<file path="src/rtl/bus_pkg.sv">
// Shared serial-bus definitions: default widths, mode encodings and the
// slave_port state type.
package bus_pkg;

    localparam int BUS_ADDR_WIDTH       = 16;
    localparam int SLAVE_MEM_ADDR_WIDTH = 12;
    localparam int BUS_DATA_WIDTH       = 8;

    localparam logic MODE_READ  = 1'b0;
    localparam logic MODE_WRITE = 1'b1;

    typedef enum logic [2:0] {
        ST_IDLE    = 3'd0,
        ST_ADDR    = 3'd1,
        ST_WDATA   = 3'd2,
        ST_MEM_WR  = 3'd3,
        ST_RD_REQ  = 3'd4,
        ST_RD_WAIT = 3'd5,
        ST_RDATA   = 3'd6
    } slave_port_state_t;

    function automatic int max_int(input int a, input int b);
        return (a > b) ? a : b;
    endfunction

endpackage

</file>
<file path="src/rtl/slave_port_serial_shifter.sv">
// serial_shifter: LSB-first shift register with a parallel load.
// Load takes priority over shift; shift_next exposes the post-shift word.
module serial_shifter #(
    parameter int WIDTH = 8
) (
    input  logic             clk,
    input  logic             rstn,
    input  logic             shift_en,
    input  logic             serial_in,
    input  logic             load_en,
    input  logic [WIDTH-1:0] load_data,
    output logic             serial_out,
    output logic [WIDTH-1:0] shift_next
);

    logic [WIDTH-1:0] data_q;
    logic [WIDTH-1:0] data_d;

    generate
        if (WIDTH == 1) begin : g_single
            assign shift_next = serial_in;
        end else begin : g_multi
            assign shift_next = {serial_in, data_q[WIDTH-1:1]};
        end
    endgenerate

    always_comb begin
        data_d = data_q;
        if (load_en) begin
            data_d = load_data;
        end else if (shift_en) begin
            data_d = shift_next;
        end
    end

    always_ff @(posedge clk or negedge rstn) begin
        if (!rstn) begin
            data_q <= '0;
        end else begin
            data_q <= data_d;
        end
    end

    assign serial_out = data_q[0];

endmodule

</file>
<file path="src/rtl/slave_port.sv">
// slave_port: serial-bus slave front end driving a single-cycle synchronous memory.
// Optional mid-frame stall abort is enabled by defining SLAVE_PORT_TIMEOUT_EN.
module slave_port
    import bus_pkg::*;
#(
    parameter int ADDR_WIDTH = SLAVE_MEM_ADDR_WIDTH,
    parameter int DATA_WIDTH = BUS_DATA_WIDTH,
    parameter int TIMEOUT    = 16
) (
    input  logic                  clk,
    input  logic                  rstn,
    input  logic                  swdata,
    input  logic                  smode,
    input  logic                  mvalid,
    output logic                  srdata,
    output logic                  svalid,
    output logic                  sready,
    output logic [ADDR_WIDTH-1:0] mem_addr,
    output logic [DATA_WIDTH-1:0] mem_wdata,
    output logic                  mem_wen,
    output logic                  mem_ren,
    input  logic [DATA_WIDTH-1:0] mem_rdata,
    output logic                  timeout_err
);

    localparam int IN_W  = max_int(ADDR_WIDTH, DATA_WIDTH);
    localparam int CNT_W = $clog2(IN_W + 1);
    // Address bit 0 is taken in IDLE, so ADDR itself only counts ADDR_WIDTH-1 bits.
    localparam logic [CNT_W-1:0] ADDR_LAST = CNT_W'((ADDR_WIDTH > 1) ? ADDR_WIDTH - 2 : 0);
    localparam logic [CNT_W-1:0] DATA_LAST = CNT_W'(DATA_WIDTH - 1);

    slave_port_state_t state_q, state_d;
    logic [CNT_W-1:0]      cnt_q, cnt_d;
    logic                  mode_q, mode_d;
    logic [ADDR_WIDTH-1:0] mem_addr_q, mem_addr_d;
    logic [DATA_WIDTH-1:0] mem_wdata_q, mem_wdata_d;
    logic                  sready_q, sready_d;
    logic                  svalid_q, svalid_d;
    logic                  mem_wen_q, mem_wen_d;
    logic                  mem_ren_q, mem_ren_d;

    logic                  in_shift_en;
    logic                  out_load_en;
    logic                  out_shift_en;
    logic                  abort;
    logic [IN_W-1:0]       in_next;
    logic                  in_sout_unused;
    logic [DATA_WIDTH-1:0] out_next_unused;

    serial_shifter #(.WIDTH(IN_W)) u_in_shift (
        .clk        (clk),
        .rstn       (rstn),
        .shift_en   (in_shift_en),
        .serial_in  (swdata),
        .load_en    (1'b0),
        .load_data  ({IN_W{1'b0}}),
        .serial_out (in_sout_unused),
        .shift_next (in_next)
    );

    serial_shifter #(.WIDTH(DATA_WIDTH)) u_out_shift (
        .clk        (clk),
        .rstn       (rstn),
        .shift_en   (out_shift_en),
        .serial_in  (1'b0),
        .load_en    (out_load_en),
        .load_data  (mem_rdata),
        .serial_out (srdata),
        .shift_next (out_next_unused)
    );

`ifdef SLAVE_PORT_TIMEOUT_EN
    localparam int TO_W = $clog2(TIMEOUT + 1);

    logic [TO_W-1:0] to_cnt_q, to_cnt_d;
    logic            timeout_err_q;

    always_comb begin
        to_cnt_d = '0;
        abort    = 1'b0;
        if ((state_q == ST_ADDR || state_q == ST_WDATA) && !mvalid) begin
            if (to_cnt_q == TO_W'(TIMEOUT - 1)) begin
                abort = 1'b1;
            end else begin
                to_cnt_d = to_cnt_q + 1'b1;
            end
        end
    end

    always_ff @(posedge clk or negedge rstn) begin
        if (!rstn) begin
            to_cnt_q      <= '0;
            timeout_err_q <= 1'b0;
        end else begin
            to_cnt_q      <= to_cnt_d;
            timeout_err_q <= abort;
        end
    end

    assign timeout_err = timeout_err_q;
`else
    logic unused_timeout;
    assign unused_timeout = (TIMEOUT != 0);
    assign abort          = 1'b0;
    assign timeout_err    = 1'b0;
`endif

    always_comb begin
        state_d      = state_q;
        cnt_d        = cnt_q;
        mode_d       = mode_q;
        mem_addr_d   = mem_addr_q;
        mem_wdata_d  = mem_wdata_q;
        in_shift_en  = 1'b0;
        out_load_en  = 1'b0;
        out_shift_en = 1'b0;

        case (state_q)
            ST_IDLE: begin
                if (mvalid) begin
                    mode_d      = smode;
                    in_shift_en = 1'b1;
                    if (ADDR_WIDTH == 1) begin
                        mem_addr_d = in_next[IN_W-1 -: ADDR_WIDTH];
                        state_d    = (smode == MODE_WRITE) ? ST_WDATA : ST_RD_REQ;
                    end else begin
                        state_d = ST_ADDR;
                    end
                end
            end
            ST_ADDR: begin
                if (mvalid) begin
                    in_shift_en = 1'b1;
                    if (cnt_q == ADDR_LAST) begin
                        mem_addr_d = in_next[IN_W-1 -: ADDR_WIDTH];
                        state_d    = (mode_q == MODE_WRITE) ? ST_WDATA : ST_RD_REQ;
                    end else begin
                        cnt_d = cnt_q + 1'b1;
                    end
                end
            end
            ST_WDATA: begin
                if (mvalid) begin
                    in_shift_en = 1'b1;
                    if (cnt_q == DATA_LAST) begin
                        mem_wdata_d = in_next[IN_W-1 -: DATA_WIDTH];
                        state_d     = ST_MEM_WR;
                    end else begin
                        cnt_d = cnt_q + 1'b1;
                    end
                end
            end
            ST_MEM_WR:  state_d = ST_IDLE;
            ST_RD_REQ:  state_d = ST_RD_WAIT;
            ST_RD_WAIT: begin
                out_load_en = 1'b1;
                state_d     = ST_RDATA;
            end
            ST_RDATA: begin
                out_shift_en = 1'b1;
                if (cnt_q == DATA_LAST) begin
                    state_d = ST_IDLE;
                end else begin
                    cnt_d = cnt_q + 1'b1;
                end
            end
            default: state_d = ST_IDLE;
        endcase

        if (abort) begin
            state_d = ST_IDLE;
        end
        if (state_d != state_q) begin
            cnt_d = '0;
        end

        sready_d  = (state_d == ST_IDLE);
        svalid_d  = (state_d == ST_RDATA);
        mem_wen_d = (state_d == ST_MEM_WR);
        mem_ren_d = (state_d == ST_RD_REQ);
    end

    always_ff @(posedge clk or negedge rstn) begin
        if (!rstn) begin
            state_q     <= ST_IDLE;
            cnt_q       <= '0;
            mode_q      <= MODE_READ;
            mem_addr_q  <= '0;
            mem_wdata_q <= '0;
            sready_q    <= 1'b1;
            svalid_q    <= 1'b0;
            mem_wen_q   <= 1'b0;
            mem_ren_q   <= 1'b0;
        end else begin
            state_q     <= state_d;
            cnt_q       <= cnt_d;
            mode_q      <= mode_d;
            mem_addr_q  <= mem_addr_d;
            mem_wdata_q <= mem_wdata_d;
            sready_q    <= sready_d;
            svalid_q    <= svalid_d;
            mem_wen_q   <= mem_wen_d;
            mem_ren_q   <= mem_ren_d;
        end
    end

    assign mem_addr  = mem_addr_q;
    assign mem_wdata = mem_wdata_q;
    assign sready    = sready_q;
    assign svalid    = svalid_q;
    assign mem_wen   = mem_wen_q;
    assign mem_ren   = mem_ren_q;

endmodule

</file>
<file path="config.mk">
export PLATFORM = sky130hd
export DESIGN_NAME = slave_port
export DESIGN_NICKNAME = d
export VERILOG_FILES = /design/src/rtl/bus_pkg.sv /design/src/rtl/slave_port_serial_shifter.sv /design/src/rtl/slave_port.sv
export SDC_FILE = /design/constraint.sdc
export NUM_CORES = 1
export LEC_CHECK = 0
export ABC_AREA = 1
export CORE_MARGIN = 4
export CORE_UTILIZATION = 53
export DETAILED_ROUTE_END_ITERATION = 8
export PLACE_DENSITY_LB_ADDON = 0.25
export SLEW_MARGIN = 20
export SYNTH_ARGS = -nofsm -noshare
export SYNTH_HDL_FRONTEND = slang
export SYNTH_HIERARCHICAL = 1
export SYNTH_SLANG_ARGS = --single-unit
</file>
<file path="constraint.sdc">
create_clock -name clk -period 1.69 [get_ports clk]
set_input_delay 0.338 -clock clk [delete_from_list [all_inputs] [get_ports clk]]
set_output_delay 0.338 -clock clk [all_outputs]
set_load 0.02 [all_outputs]
</file>
After elaboration in Yosys (flattened, before gate mapping)
Index checks and enable logic that the tools add are counted.

operators by class
  muxes and demuxes = 20
  bitwise gates (word level) = 0
  shifts and indexed selects = 0
  add/subtract/negate cells = 1
  reduce and logical (&&, ||, !) cells = 9
  divide/modulo/power cells = 0
  multipliers = 0
  equal/unequal tests = 14
  magnitude comparators = 0

operator list
  kind                                                             number
  3-bit 2-to-1 mux                                                 7
  4-bit 2-to-1 mux                                                 5
  3-bit case mux with 6 select lines                               1
  8-bit 2-to-1 mux                                                 2
  3-bit == test, second input constant                             5
  4-bit case mux with 3 select lines                               1
  3-bit inequality test, second input constant                     3
  3-bit by 2-bit == test with 1-bit output, second input constant  2
  3-bit logical NOT                                                2
  3-bit AND reduction                                              2
  4-bit by 1-bit adder with 4-bit output, second input constant    1
  4-bit by 3-bit == test with 1-bit output, second input constant  1
  4-bit == test, second input constant                             1
  1-bit 2-to-1 mux                                                 4
  4-bit AND reduction                                              1
  4-bit nonzero test                                               1
  3-bit by 1-bit == test with 1-bit output, second input constant  1
  3-bit inequality test                                            1
  3-bit OR reduction                                               1
  2-bit AND reduction                                              1
  2-bit nonzero test                                               1

word-level totals
  register bits = 52
  memory bits (read-only) = 0
  logic and storage cells = 55
  output and inout port bits = 26
  bits in latches = 0
  bits of input ports = 13
  bits in writable memories = 0
  memories kept = 0

Logic depth before layout (Yosys ltp)
  depth in word-level cells = 7
  mapped depth = 10
  gate-level depth less buffers = 10

Hierarchy
Netlist, hierarchy kept.

modules (own cells, without submodules)
  module                         instances  sequential area each (sq um)  area each (sq um)  cells an instance
  slave_port                     1          802.0                         1473.9             166
  serial_shifter at u_in_shift   1          300.3                         575.6              67
  serial_shifter at u_out_shift  1          200.2                         381.6              45

Worst setup path before layout
OpenSTA, ideal clock, no wires.

  path type = reg-to-reg
  start = register cnt_q[0]
  end = register mem_addr_q[0] (netlist: mem_addr[0])
  path buffers = 1
  stages on the path, launching flop included = 8
  period minus slack after synthesis = 1.474 ns
  arrival time = 1.349 ns
  slack = 0.216 ns
  library setup time = 0.125 ns
  required time = 1.565 ns
  path through = dfrtp_1 -> inv_1 -> ha_1 -> nand3_1 -> nor2_1 -> nand2_1 -> buf_6 -> mux2_4

between the ends
  longest elaborated chain between the ends = 2

ends and longest elaborated chain
  what                           line               source
  from (decl)                    slave_port.sv:33   logic [CNT_W-1:0] cnt_q, cnt_d;
  from (signal assigned)         slave_port.sv:196  cnt_q <= cnt_d;
  4-bit == test                  slave_port.sv:134  if (cnt_q == ADDR_LAST) begin
  3-bit AND reduction (no line)  n/a
  to (signal assigned)           slave_port.sv:198  mem_addr_q <= mem_addr_d;
  to (decl)                      slave_port.sv:35   logic [ADDR_WIDTH-1:0] mem_addr_q, mem_addr_d;

No other way between the ends.
A chain may end at the register's enable or synchronous reset.

Worst setup path after layout
  start = register mem_addr_q[3] (netlist: mem_addr[3])
  end = output mem_addr[3]

RTL lines
  what       line              source
  to (decl)  slave_port.sv:18  output logic [ADDR_WIDTH-1:0] mem_addr,

No word-level cell between the ends.

==> load_flow_metrics.sql <==
INSERT INTO impl_metrics (metric_group, metric, value, unit) VALUES
('timing', 'timing.setup.tns', '0', 'ps'),
('pwr', 'power-per-cell-area', '1072', 'nW/um^2'),
('timing', 'max_freq', '609.8', 'MHz'),
('grt', 'overflow', '0', ''),
('clocking', 'cts_buffer_depth', '2', ''),
('drt', 'wirelength', '4821', 'um'),
('timing', 'finalWorstPathRequiredPeriod', '1640', 'ps'),
('setup_path', 'path_class', 'reg2out', ''),
('floorplanning', 'placementRows', '24', ''),
('clocking', 'clock-sinks', '51', ''),
('drt', 'post_drt_wl_per_cell', '12.39', 'um'),
('floorplanning', 'die_h', '75.03', 'um'),
('grt', 'grt_max_degree', '52', ''),
('pwr', 'peakVddDrop', '0.0005621', 'V'),
('floorplanning', 'floorplan.die_area', '5629', 'um^2'),
('setup_path', 'maximum_fanout_along_the_worst_path', '2', ''),
('floorplanning', 'initial_core_util', '54.68', '%'),
('setup_path', 'start_kind', 'flop', ''),
('clocking', 'root_buffer', 'clkbuf_8', ''),
('floorplanning', 'chipWidth', '75.03', 'um'),
('final_layout', 'layout_overhead_on_the_synthesized_area', '28.17', '%'),
('timing', 'drv_slew', '0', ''),
('floorplanning', 'floorplan.io_pins', '39', ''),
('setup_path', 'crit_path_cells', 'clkdlybuf4s50_1', ''),
('clocking', 'number_of_cts_inserted_buffers', '5', ''),
('setup_path', 'worst_ep_arrival_time', '1300', 'ps'),
('final_layout', 'diodes', '0', ''),
('setup_path', 'cp.required', '1350', 'ps'),
('worst_hold_path', 'hold_path.class', 'in2async', ''),
('setup_path', 'cpMaxStageDelayCell', 'clkdlybuf4s50_1', ''),
('grt', 'grt_antenna_before_repair', '0', ''),
('placed_design', 'dpl.hpwl', '3484', 'um'),
('logic_synthesis', 'synth.cell_area', '2381', 'um^2'),
('timing', 'period_share', '97.04', '%'),
('final_layout', 'nNetsFinal', '351', ''),
('run_status', 'status', 'finished clean', ''),
('logic_synthesis', 'post_synth.cell_area_avg', '8.754', 'um^2'),
('drt', 'antenna_violating_nets_post_route', '0', ''),
('clocking', 'tritoncts', 'done', ''),
('logic_synthesis', 'ys_warn_count', '6', ''),
('flow_run', 'maximum_capacitance_violations', '0', ''),
('drt', 'drt-vias-per-instance', '4.874', ''),
('setup_path', 'path_delay_family', 'buffers and inverters', ''),
('drt', 'detailed_routing_iterations_pass_1', '4', ''),
('setup_path', 'worst_setup_path_end_kind', 'output pin', ''),
('setup_path', 'cpPeakStageDelay', '630', 'ps'),
('grt', 'grtUsageTotal', '19.31', '%'),
('clocking', 'postCtsHoldBufs', '0', ''),
('pwr', 'totalPowerFinal', '3272', 'uW'),
('floorplanning', 'design.core.area', '4354', 'um^2'),
('clocking', 'clk_transition_reported_paths', '100', 'ps'),
('timing', 'hold-worst-slack', '1.010', 'ps'),
('drt', 'drt_drc_violations_left', '0', ''),
('drt', 'initial_detailed_routing_violation_count', '68', ''),
('final_layout', 'fraction_of_final_layout_cells_sized_beyond_drive_strength_1', '13.95', '%'),
('setup_path', 'worstPathBufferInverterCount', '1', ''),
('timing', 'final_setup_vio_count', '0', ''),
('timing', 'finalClockSkew', '10.02', 'ps'),
('placed_design', 'gp_routability_congestion', '0.9165', ''),
('logic_synthesis', 'synthCells', '272', ''),
('pwr', 'cellLeakagePower', '0.001523', 'uW'),
('grt', 'first_global_vias', '1799', ''),
('clocking', 'clock_latency', '300', 'ps'),
('placed_design', 'port-buffer-count', '37', ''),
('clocking', 'ctsHtreeMaxLevel', '2', ''),
('timing', 'hold_violation_count_in_the_final_report', '0', ''),
('drt', 'dr_total_vias', '1896', ''),
('grt', 'grt_pass1_wl', '8197', 'um'),
('final_layout', 'fill_cells', '325', '');
stage by stage:
step	instances	instance area, um^2	setup WS (ps)	utilization, %
finish	389	3052	50.04	70.09
CTS	388	3019	20.56	69.34
global placement	380	2905	-25.47	66.72
detailed placement	380	2905	-22.53	66.72
global route	389	3052	-1.971	70.09
floorplan	289	2445	215.8	-
routing by layer:
layer | routed length [um] | vias to the layer above | track usage, %
li1 | - | 990 | -
met1 | 2197 | 875 | 25.80
met2 | 2369 | 26 | 30.95
met3 | 192 | 5 | 4.005
met4 | 61 | 0 | 7.510
met5 | 0 | - | 0
cell usage in the layout, fill, tap and decap left out, types with 3 or more instances in the layout:
cell,n
dfrtp_1,50
inv_1,21
nand3_1,47
nor2_4,3
clkdlybuf4s50_1,33
a21oi_1,3
nor2_1,11
conb_1,18
o21ai_0,18
mux2_4,4
inv_2,5
buf_4,12
nand3_2,3
clkbuf_8,5
nand2_2,3
nand2_1,79
where the power goes:
group | internal, uW | switching, uW | total (uW)
registers | 1390 | 138 | 1530
logic | 387 | 496 | 883
clock network | 446 | 410 | 857
layout make-up:
| cell class | instances | area [um^2] | area share (%) |
|---|---|---|---|
| Clock inverter | 3 | 46.29 | 1.517 |
| Inverter | 26 | 97.59 | 3.198 |
| Multi-Input combinational cell | 201 | 997.2 | 32.68 |
| Sequential cell | 51 | 1277 | 41.86 |
| Clock buffer | 5 | 68.82 | 2.255 |
| Timing Repair Buffer | 51 | 499.2 | 16.36 |
| Tap cell | 52 | 65.06 | 2.132 |
registers in the layout (all words and copies together) (netlist names), 3 cells and up:
name and cells:
cnt_q 4, mem_addr 12, mem_wdata 8, state_q 3
u_in_shift/data_q 11, u_out_shift/data_q 8
path summary, 6_finish.rpt:
| check | from | end | slack [ps] | depth (start not counted) |
|---|---|---|---|---|
| max | mem_addr[3] | mem_addr[3] | 50 | 1 |
| max in group asynchronous | rstn | sready | 1420 | 2 |
| min | rstn | mem_ren | 1 | 2 |
| max reg2reg | cnt_q[0] | mem_addr[3] | 120 | 7 |
| min in group clk | u_out_shift/data_q[0] | u_out_shift/data_q[0] | 490 | 2 |
| min reg2reg | u_out_shift/data_q[0] | u_out_shift/data_q[0] | 490 | 2 |
timing repair:
item                       4_1_cts  5_1_grt
setup buffers                    0        1
pin swaps                        0        1
setup endpoints to repair        1       18
resized for setup                1        9
gates cloned                     0        0
No activity file was read; power rests on OpenSTA's default activity.
